--- src/rtl/mux_scanner_pkg.sv ---
// Shared definitions for the mux scanner: FSM state encodings and default settle time.
package mux_scanner_pkg;

  typedef enum logic [1:0] {
    ST_IDLE   = 2'd0,
    ST_SETTLE = 2'd1,
    ST_SAMPLE = 2'd2,
    ST_DONE   = 2'd3
  } state_e;

  localparam int DEFAULT_SETTLE = 2;

endpackage

--- src/rtl/mux_scanner_next.sv ---
// Combinational finder: lowest enabled channel index strictly above cur_i,
// or the lowest enabled index overall when from_start_i is set.
module mux_scanner_next #(
  parameter int sel_width = 3
) (
  input  logic [2**sel_width-1:0] mask_i,
  input  logic [sel_width-1:0]    cur_i,
  input  logic                    from_start_i,
  output logic [sel_width-1:0]    next_idx_o,
  output logic                    found_o
);

  localparam int N = 2**sel_width;

  // NOTE: outputs get a default before the loop so no path leaves them unassigned (no latch).
  always_comb begin
    found_o    = 1'b0;
    next_idx_o = '0;
    // Walk downwards so the last hit is the lowest qualifying index.
    for (int i = N - 1; i >= 0; i--) begin
      if (mask_i[i] && (from_start_i || (i > int'(cur_i)))) begin
        found_o    = 1'b1;
        next_idx_o = sel_width'(i);
      end
    end
  end

endmodule

--- src/rtl/mux_scanner.sv ---
// Scans enabled channels of an external mux: settle, sample, advance, pulse done.
// Optional parity output when MUX_SCANNER_PARITY_EN is defined.
module mux_scanner
  import mux_scanner_pkg::*;
#(
  parameter int sel_width = 3,
  parameter int SETTLE    = DEFAULT_SETTLE
) (
  input  logic                    clk,
  input  logic                    rst_n,
  input  logic                    start,
  input  logic [2**sel_width-1:0] ch_mask,
  input  logic                    mux_out,
  output logic [sel_width-1:0]    sel,
  output logic                    busy,
  output logic                    done,
  output logic [2**sel_width-1:0] result
`ifdef MUX_SCANNER_PARITY_EN
  ,
  output logic                    parity
`endif
);

  localparam int N = 2**sel_width;

  state_e                 state_q;
  logic [sel_width-1:0]   sel_q;
  logic [N-1:0]           result_q;
  logic [N-1:0]           mask_q;
  logic [7:0]             cnt_q;
  logic                   done_q;

  logic [N-1:0]           find_mask_d;
  logic                   find_from_start_d;
  logic [sel_width-1:0]   next_idx_d;
  logic                   found_d;

  // One finder serves both the first-channel search (from -1 on the live mask)
  // and the advance to the next channel (above sel on the latched mask).
  always_comb begin
    find_mask_d       = mask_q;
    find_from_start_d = 1'b0;
    if (state_q == ST_IDLE) begin
      find_mask_d       = ch_mask;
      find_from_start_d = 1'b1;
    end
  end

  mux_scanner_next #(
    .sel_width (sel_width)
  ) u_next (
    .mask_i       (find_mask_d),
    .cur_i        (sel_q),
    .from_start_i (find_from_start_d),
    .next_idx_o   (next_idx_d),
    .found_o      (found_d)
  );

`ifdef MUX_SCANNER_PARITY_EN
  logic parity_q;
`endif

  // NOTE: all state here uses non-blocking assignments so every register sees pre-edge values.
  always_ff @(posedge clk) begin
    if (!rst_n) begin
      state_q  <= ST_IDLE;
      sel_q    <= '0;
      result_q <= '0;
      mask_q   <= '0;
      cnt_q    <= '0;
      done_q   <= 1'b0;
`ifdef MUX_SCANNER_PARITY_EN
      parity_q <= 1'b0;
`endif
    end else begin
      done_q <= 1'b0;
      unique case (state_q)
        ST_IDLE: begin
          if (start) begin
            mask_q   <= ch_mask;
            result_q <= '0;
            cnt_q    <= '0;
            if (found_d) begin
              sel_q   <= next_idx_d;
              state_q <= ST_SETTLE;
            end else begin
              state_q  <= ST_DONE;
              done_q   <= 1'b1;
`ifdef MUX_SCANNER_PARITY_EN
              parity_q <= 1'b0;
`endif
            end
          end
        end
        ST_SETTLE: begin
          if (cnt_q == 8'(SETTLE - 1)) state_q <= ST_SAMPLE;
          else                         cnt_q   <= cnt_q + 8'd1;
        end
        ST_SAMPLE: begin
          result_q[sel_q] <= mux_out;
          if (found_d) begin
            sel_q   <= next_idx_d;
            cnt_q   <= '0;
            state_q <= ST_SETTLE;
          end else begin
            state_q  <= ST_DONE;
            done_q   <= 1'b1;
`ifdef MUX_SCANNER_PARITY_EN
            // Bit at sel_q is still 0 here, so folding mux_out in gives the final XOR.
            parity_q <= (^result_q) ^ mux_out;
`endif
          end
        end
        ST_DONE: state_q <= ST_IDLE;
        default: state_q <= ST_IDLE;
      endcase
    end
  end

  assign sel    = sel_q;
  assign busy   = (state_q != ST_IDLE);
  assign done   = done_q;
  assign result = result_q;
`ifdef MUX_SCANNER_PARITY_EN
  assign parity = parity_q;
`endif

endmodule

--- config.mk ---
export PLATFORM = sky130hd
export DESIGN_NAME = mux_scanner
export DESIGN_NICKNAME = d
export VERILOG_FILES = /design/src/rtl/mux_scanner_pkg.sv /design/src/rtl/mux_scanner_next.sv /design/src/rtl/mux_scanner.sv
export SDC_FILE = /design/constraint.sdc
export NUM_CORES = 1
export LEC_CHECK = 0
export BUFFER_PORTS_ARGS = -buffer_cell sky130_fd_sc_hd__buf_2
export CORE_MARGIN = 3
export CORE_UTILIZATION = 50
export CTS_CLUSTER_DIAMETER = 150
export DETAILED_ROUTE_END_ITERATION = 16
export PLACE_DENSITY = 0.76
export SLEW_MARGIN = 10
export SYNTH_ARGS = -nofsm -noshare
export SYNTH_HDL_FRONTEND = slang
export SYNTH_SLANG_ARGS = --single-unit
--- constraint.sdc ---
create_clock -name clk -period 1.9 [get_ports clk]
set_input_delay 0.285 -clock clk [delete_from_list [all_inputs] [get_ports clk]]
set_output_delay 0.285 -clock clk [all_outputs]
set_load 0.005 [all_outputs]
==> summary.txt, run 1 <==
Run status
  – Status: finished clean

STA
  – Max-slew violation count: 0
  – Fin crit period: 1.88 ns
  – Max Clock Skew: 0.00911 ns
  – Fin. Hold Viols: 0
  – Max transition margin: 54.2%
  – Final Setup Violations: 0
  – RSZ-0062 raised after global routing: yes
  – Worst Tran Pin Value: 0.684 ns
  – Crit path setup slack, layout: 0.0236 ns
  – Maximum clock rate: 533 MHz
  – Tcrit/Tclk final: 98.8%

Route
  – DRC Markers: 0
  – Avg WL per Cell: 14.2 um
  – Post-route ant nets: 0
  – Vias: 1677
  – Final wirelength: 4.14 mm
  – Vias/cell: 5.74
  – First-pass DRT Iterations: 4
  – Drt first-iter violations: 148

Clock tree
  – CTS Sinks: 29
  – Clk slew on worst S/H paths: 0.09 ns
  – CTS Buffer Depth: 2
  – Clk root buf: clkbuf_4
  – Clk Latency, worst-skew pair: 0.33 ns
  – # H-tree levels: 2
  – TritonCTS clock tree: yes
  – # hold bufs at CTS: 0
  – TritonCTS Buffers: 5

Layout
  – Fillers: 285
  – Post-Layout Cell Count: 292
  – Area Growth Syn to Fin: 18.6%
  – Share of cells above drive strength 1: 28.2%
  – Total area of sequential cells: 592 um^2
  – Nets: 262
  – Ant. Diodes: 0
  – Area of the multi-input gates: 0.00101 mm^2

Hold path
  – Hold Path Cell Cnt: 3
  – Hold Crit Class: in -> reg
  – Hold Startpoint: ch_mask[3]

Global route
  – Initial antenna violation count: 0
  – Tot GR Track Use: 21.7%
  – Vias in the first global route: 1547
  – Largest net degree at the start of global routing: 13
  – Grt ovf: 0
  – First-pass GRT wire length: 7.05 mm

Placement
  – Final estimated routing congestion in global placement: 0.888
  – Port-buffer cells: 24
  – Post-DP HPWL: 3.08 mm
  – Placed Instances: 283
  – Setup WS pre-CTS: -0.0495 ns

Die
  – Die width: 63.8 um
  – Vert. Die Dim: 63.8 um
  – Row count: 20
  – Core Region: 0.00313 mm^2
  – Initial Util: 53.3%
  – Ports: 25
  – Die area: 0.00406 mm^2

Synth
  – Largest family of logic cells by synthesized area: simple AND/OR/NAND/NOR gates
  – Synth Area in XOR/XNOR: 0%
  – Simple-Gate Fraction of Synth Area: 30.8%
  – Post-synthesis cell area: 0.00167 mm^2
  – Number of synthesized register bits: 29
  – Mux cell area share after synthesis: 2.48%
  – Synth Area in Adders: 1.50%
  – Yosys warns: 0
  – Mapped Nets: 227
  – Cell variety after synth: 46
  – Post-synth EDFFs: 0
  – Seq/Total Area, Yosys: 34.8%
  – Async S/R FF share, synth: 0%
  – Syn_area_per_cell: 7.83 um^2
  – Compound-gate portion of the synthesized area: 25.1%
  – Cells after Synth: 213
  – Prevailing post-synth register cell: dfxtp_1

Worst setup path
  – Worst r2r src: state_q[0]
  – Critical Path Stages: 6
  – Arr. time, crit path: 2.14 ns
  – Crit-path cells: buf_4 -> nor4_4 -> a32o_2 -> nand4_4 -> or4b_2 -> a21oi_1
  – Critical path required time: 2.16 ns
  – Crit path largest cell delay: 0.69 ns
  – CP Buf/Inv Count: 1
  – Worst-case reg-to-reg path depth: 6
  – Top delay family on crit path: simple AND/OR/NAND/NOR gates
  – Crit path from: state_q[0]
  – CP Launch Type: register
  – Worst setup EP type: register
  – Crit path kind: reg -> reg
  – Worst Path Max Fanout: 5
  – Critical path's slowest cell: or4b_2

Pwr
  – P_leak: 0.763 nW
  – Worst vdd ir: 0.000441 V
  – PD cells: 715 mW/mm^2

Job
  – Max-Cap Viols: 0
## per-layer routing
metal | vias up | part of all wire (%) | global-route usage (%)
met5 | - | 0 | 0
met2 | 58 | 43 | 32.1
met4 | 0 | 1.5 | 8.36
li1 | 847 | - | -
met1 | 763 | 48 | 29.7
met3 | 9 | 6.7 | 6.50
## logic make-up after synthesis
| logic type | count (synthesis) |
|---|---|
| AOI/OAI and AO/OA | 65 |
| adders and majority gates | 2 |
| buffers and inverters | 18 |
| DFF | 29 |
| muxes | 4 |
| and+or+nand+nor | 95 |
## registers in the layout (all words and copies together), names as in the netlist
| name | cells |
|---|---|
| sel | 3 |
| state_q | 2 |
| result | 8 |
| cnt_q | 8 |
| mask_q | 7 |
| done | 1 |
## layout by cell type (no fill, tap or decap), drive strengths merged, types with 3 or more instances in the layout
master  count
nand2      32
nor3        6
a21oi      19
nor2b       3
nor3b       6
nor2       17
a41oi       6
a22oi       4
clkbuf      8
dfxtp      29
o21bai      3
buf        40
nand3      13
inv         5
mux2i       3
o21ai      17
or2         3
a21o        3
## through the flow
stage          hold slack, ns  total power, W  area [um^2]  util, %  setup TNS [ns]
3_5_place_dp            0.458         0.00103         1890     60.3         -0.0957
6_report                0.215         0.00141         1980     63.2               0
5_1_grt                 0.212         0.00151         1980     63.2         -0.0513
4_1_cts                 0.206         0.00141         1940     62.2               0
3_3_place_gp            0.456         0.00102         1890     60.3               0
2_1_floorplan           0.421        0.000905         1670        -               0
## layout make-up
cell class                 instances  area share, %
timing repair buffer              41           12.4
multi-input combinational        166           51.2
tap                               44           2.78
inverter                           5          0.949
sequential                        29           29.9
clock buffer                       7           2.78
## worst paths after layout
check | endpoint | slack [ns]
worst max-delay path | cnt_q[1] | 0.02
worst min-delay path | mask_q[3] | 0.21
worst max register to register | cnt_q[1] | 0.02
worst min register to register | result[5] | 0.47
## synth_stat cells (all sizes together) (3+ instances only)
| master | count | area share, % |
|---|---|---|
| inv | 5 | 1.1 |
| a21o | 3 | 1.4 |
| buf | 5 | 2.4 |
| nand2 | 32 | 7.2 |
| nor3b | 6 | 2.7 |
| a41oi | 6 | 3.2 |
| dfxtp | 29 | 35 |
| o21bai | 3 | 1.4 |
| mux2i | 3 | 1.8 |
| nor2b | 3 | 1.1 |
| nand3 | 13 | 3.9 |
| clkbuf | 8 | 1.8 |
| a22oi | 4 | 1.8 |
| nor2 | 17 | 4.3 |
| nor3 | 6 | 1.8 |
| o21ai | 17 | 5.1 |
| or2 | 3 | 1.1 |
| a21oi | 19 | 5.7 |
## timing repair
item	CTS	global route
endpoints found under the setup margin	4	9
gates cloned	0	0
setup buffers	0	2
resized for setup	3	7
## where the power goes
group	internal, W	leakage (nW)	switching (W)
Combinational	0.000156	0.493	0.000207
Sequential	0.000638	0.238	0.0000372
Clock	0.000174	0.0314	0.000202
Total	0.000968	0.763	0.000446
## worst reg2reg max path: cells and delay by family (launching register included)
family,cells,cell delay [ns]
AND/OR/NAND/NOR,3,0.98
AO/OA/AOI/OAI,2,0.32
buffers and inverters,1,0.16
flip-flops,1,0.35
No activity file was read; power rests on OpenSTA's default activity.
==> inputs of run 2 (changes only) <==
--- a/config.mk
+++ b/config.mk
@@ -6,9 +6,10 @@
 export NUM_CORES = 1
 export LEC_CHECK = 0
 export BUFFER_PORTS_ARGS = -buffer_cell sky130_fd_sc_hd__buf_2
-export CORE_MARGIN = 3
+export CORE_MARGIN = 8
 export CORE_UTILIZATION = 50
 export CTS_CLUSTER_DIAMETER = 150
+export CTS_CLUSTER_SIZE = 24
 export DETAILED_ROUTE_END_ITERATION = 16
 export PLACE_DENSITY = 0.76
 export SLEW_MARGIN = 10
==> run 2 against run 1 <==
Highest routed layer unchanged; clock skew is 0.0095 ns higher; design area up 2.0%; final cell count up 1.0%; maximum frequency rose by 2.2%; hold slack worse by 0.0080 ns; largest cell class unchanged; total power up 5.2%; setup slack improved by 0.040 ns; critical path depth down 1.
==> summary.txt, run 2 (same netlist as run 1, synthesis figures left out) <==
Clock tree
  – CTS Buffer Depth: 2 (unchanged)
  – Post-CTS Setup Bufs: 0 (unchanged)
  – Clk Latency, worst-skew pair: 0.34 ns (was 0.33 ns)
  – Clk root buf: clkbuf_4 (unchanged)
  – CTS Sinks: 29 (unchanged)
  – # hold bufs at CTS: 0 (unchanged)
  – TritonCTS clock tree: yes (unchanged)
  – Clk slew on worst S/H paths: 0.11 ns (was 0.09 ns)
  – TritonCTS Buffers: 5 (unchanged)
  – # H-tree levels: 2 (unchanged)

Die
  – Initial Util: 51.2% (was 53.3%)
  – Vert. Die Dim: 73.8 um (was 63.8 um)
  – Row count: 21 (was 20)
  – Die area: 0.00544 mm^2 (was 0.00406 mm^2)
  – Ports: 25 (unchanged)
  – Die width: 73.8 um (was 63.8 um)
  – Core Region: 0.00326 mm^2 (was 0.00313 mm^2)

Pwr
  – PD cells: 737 mW/mm^2 (was 715 mW/mm^2)
  – Worst vdd ir: 0.000427 V (was 0.000441 V)
  – P_leak: 0.777 nW (was 0.763 nW)

Route
  – First-pass DRT Iterations: 7 (was 4)
  – Vias/cell: 5.86 (was 5.74)
  – Final wirelength: 4.47 mm (was 4.14 mm)
  – Drt first-iter violations: 176 (was 148)
  – Vias: 1729 (was 1677)
  – Post-route ant nets: 0 (unchanged)
  – Avg WL per Cell: 15.1 um (was 14.2 um)
  – DRC Markers: 0 (unchanged)

STA
  – Max Clock Skew: 0.0186 ns (was 0.00911 ns)
  – Fin crit period: 1.84 ns (was 1.88 ns)
  – Fin. Hold Viols: 0 (unchanged)
  – Max transition margin: 67.9% (was 54.2%)
  – Worst Hold Margin: 0.207 ns (was 0.215 ns)
  – Final Setup Violations: 0 (unchanged)
  – Worst Tran Pin Value: 0.481 ns (was 0.684 ns)
  – Tcrit/Tclk final: 96.6% (was 98.8%)
  – Maximum clock rate: 545 MHz (was 533 MHz)
  – RSZ-0062 raised after global routing: yes (unchanged)
  – Max-slew violation count: 0 (unchanged)

Global route
  – First-pass GRT wire length: 7.22 mm (was 7.05 mm)
  – Tot GR Track Use: 16.9% (was 21.7%)
  – Vias in the first global route: 1518 (was 1547)
  – Grt ovf: 0 (unchanged)
  – Largest net degree at the start of global routing: 13 (unchanged)
  – Initial antenna violation count: 0 (unchanged)

Layout
  – Ant. Diodes: 0 (unchanged)
  – Fillers: 308 (was 285)
  – Final instance area: 0.00202 mm^2 (was 0.00198 mm^2)
  – Area Growth Syn to Fin: 20.9% (was 18.6%)
  – Post-Layout Cell Count: 295 (was 292)
  – Most frequent cells in the layout: nand2_1, dfxtp_1, buf_2 (unchanged)
  – Share of cells above drive strength 1: 30.1% (was 28.2%)
  – Nets: 262 (unchanged)
  – Most common cell after layout, fill and taps aside: nand2_1 (unchanged)

Worst setup path
  – Worst-case reg-to-reg path depth: 5 (was 6)
  – CP Launch Type: register (unchanged)
  – Worst r2r src: state_q[0] (unchanged)
  – Worst setup EP type: register (unchanged)
  – Crit path kind: reg -> reg (unchanged)
  – Arr. time, crit path: 2.08 ns (was 2.14 ns)
  – Critical R2R Capture: cnt_q[2] (was cnt_q[1])
  – Setup slack, reg-to-reg: 0.06 ns (was 0.02 ns)
  – Critical path required time: 2.15 ns (was 2.16 ns)
  – Worst Path Max Fanout: 7 (was 5)

Run status
  – Status: finished clean (unchanged)

Placement
  – Final estimated routing congestion in global placement: 0.936 (was 0.888)
  – Post-DP HPWL: 3.33 mm (was 3.08 mm)
  – Port-buffer cells: 24 (unchanged)
  – Placed Instances: 287 (was 283)
  – Placed inst area: 0.00190 mm^2 (was 0.00189 mm^2)

Hold path
  – Hold Path Cell Cnt: 3 (unchanged)
  – Hold Crit Class: in -> reg (unchanged)
  – Hold EP: mask_q[7] (was mask_q[3])
  – Hold Startpoint: ch_mask[7] (was ch_mask[3])

Job
  – Max-Cap Viols: 0 (unchanged)
==> run 2: cell type report <==
type	count	area [um^2]	share of cell area [%]
well taps	46	57.6	2.85
clock inverters	1	5.00	0.248
repair buffers	41	248	12.3
clock buffers	7	65.1	3.23
flip-flops and latches	29	589	29.2
multi-input cells	166	1030	51.2
inverters	5	18.8	0.931
==> run 2: critical path, stage by stage (launching register included) <==
cell and delay (ns):
dfxtp_4 0.39, nor4_4 0.30, a32o_2 0.20, nand4_4 0.13, or4_4 0.50, a311oi_2 0.24
==> run 2: where the power goes <==
part / switching [W] / internal (W)
Clock: 0.000225 / 0.000214
Sequential: 0.0000354 / 0.000638
Combinational: 0.000215 / 0.000159
==> run 2: worst max-delay path by stage <==
stage / end / cells after the start / slack [ns] / start
finish: cnt_q[2] / 5 / 0.06 / state_q[0]
global route: state_q[1] / 5 / -0.06 / state_q[0]
CTS: cnt_q[1] / 6 / 0.004 / state_q[1]
detailed placement: cnt_q[1] / 6 / -0.004 / ch_mask[4]
global placement: cnt_q[1] / 6 / 0.04 / ch_mask[4]
floorplan: sel[0] / 6 / 0.07 / sel[1]
==> run 2: per-layer routing <==
metal	global-route usage (%)	wire, um	vias to the layer above
met1	23.2	2050	818
met4	4.66	29	0
met2	24.8	2090	61
met5	0	0	-
li1	-	-	846
met3	4.91	296	4
==> run 2: what timing repair did <==
action                     CTS  global route
gates resized for setup      0            14
hold endpoints to repair     0             0
setup endpoints to repair    0            13
==> run 2: through the flow <==
stage	worst slack [ns]	power, W	TNS, ns	util (%)
detailed placement	-0.00393	0.00104	-0.00393	58.4
CTS	0.00363	0.00147	0	60.6
global placement	0.0369	0.00104	0	58.4
floorplan	0.0687	0.000905	0	-
finish	0.0639	0.00149	0	61.9
global route	-0.0619	0.00157	-0.292	61.9
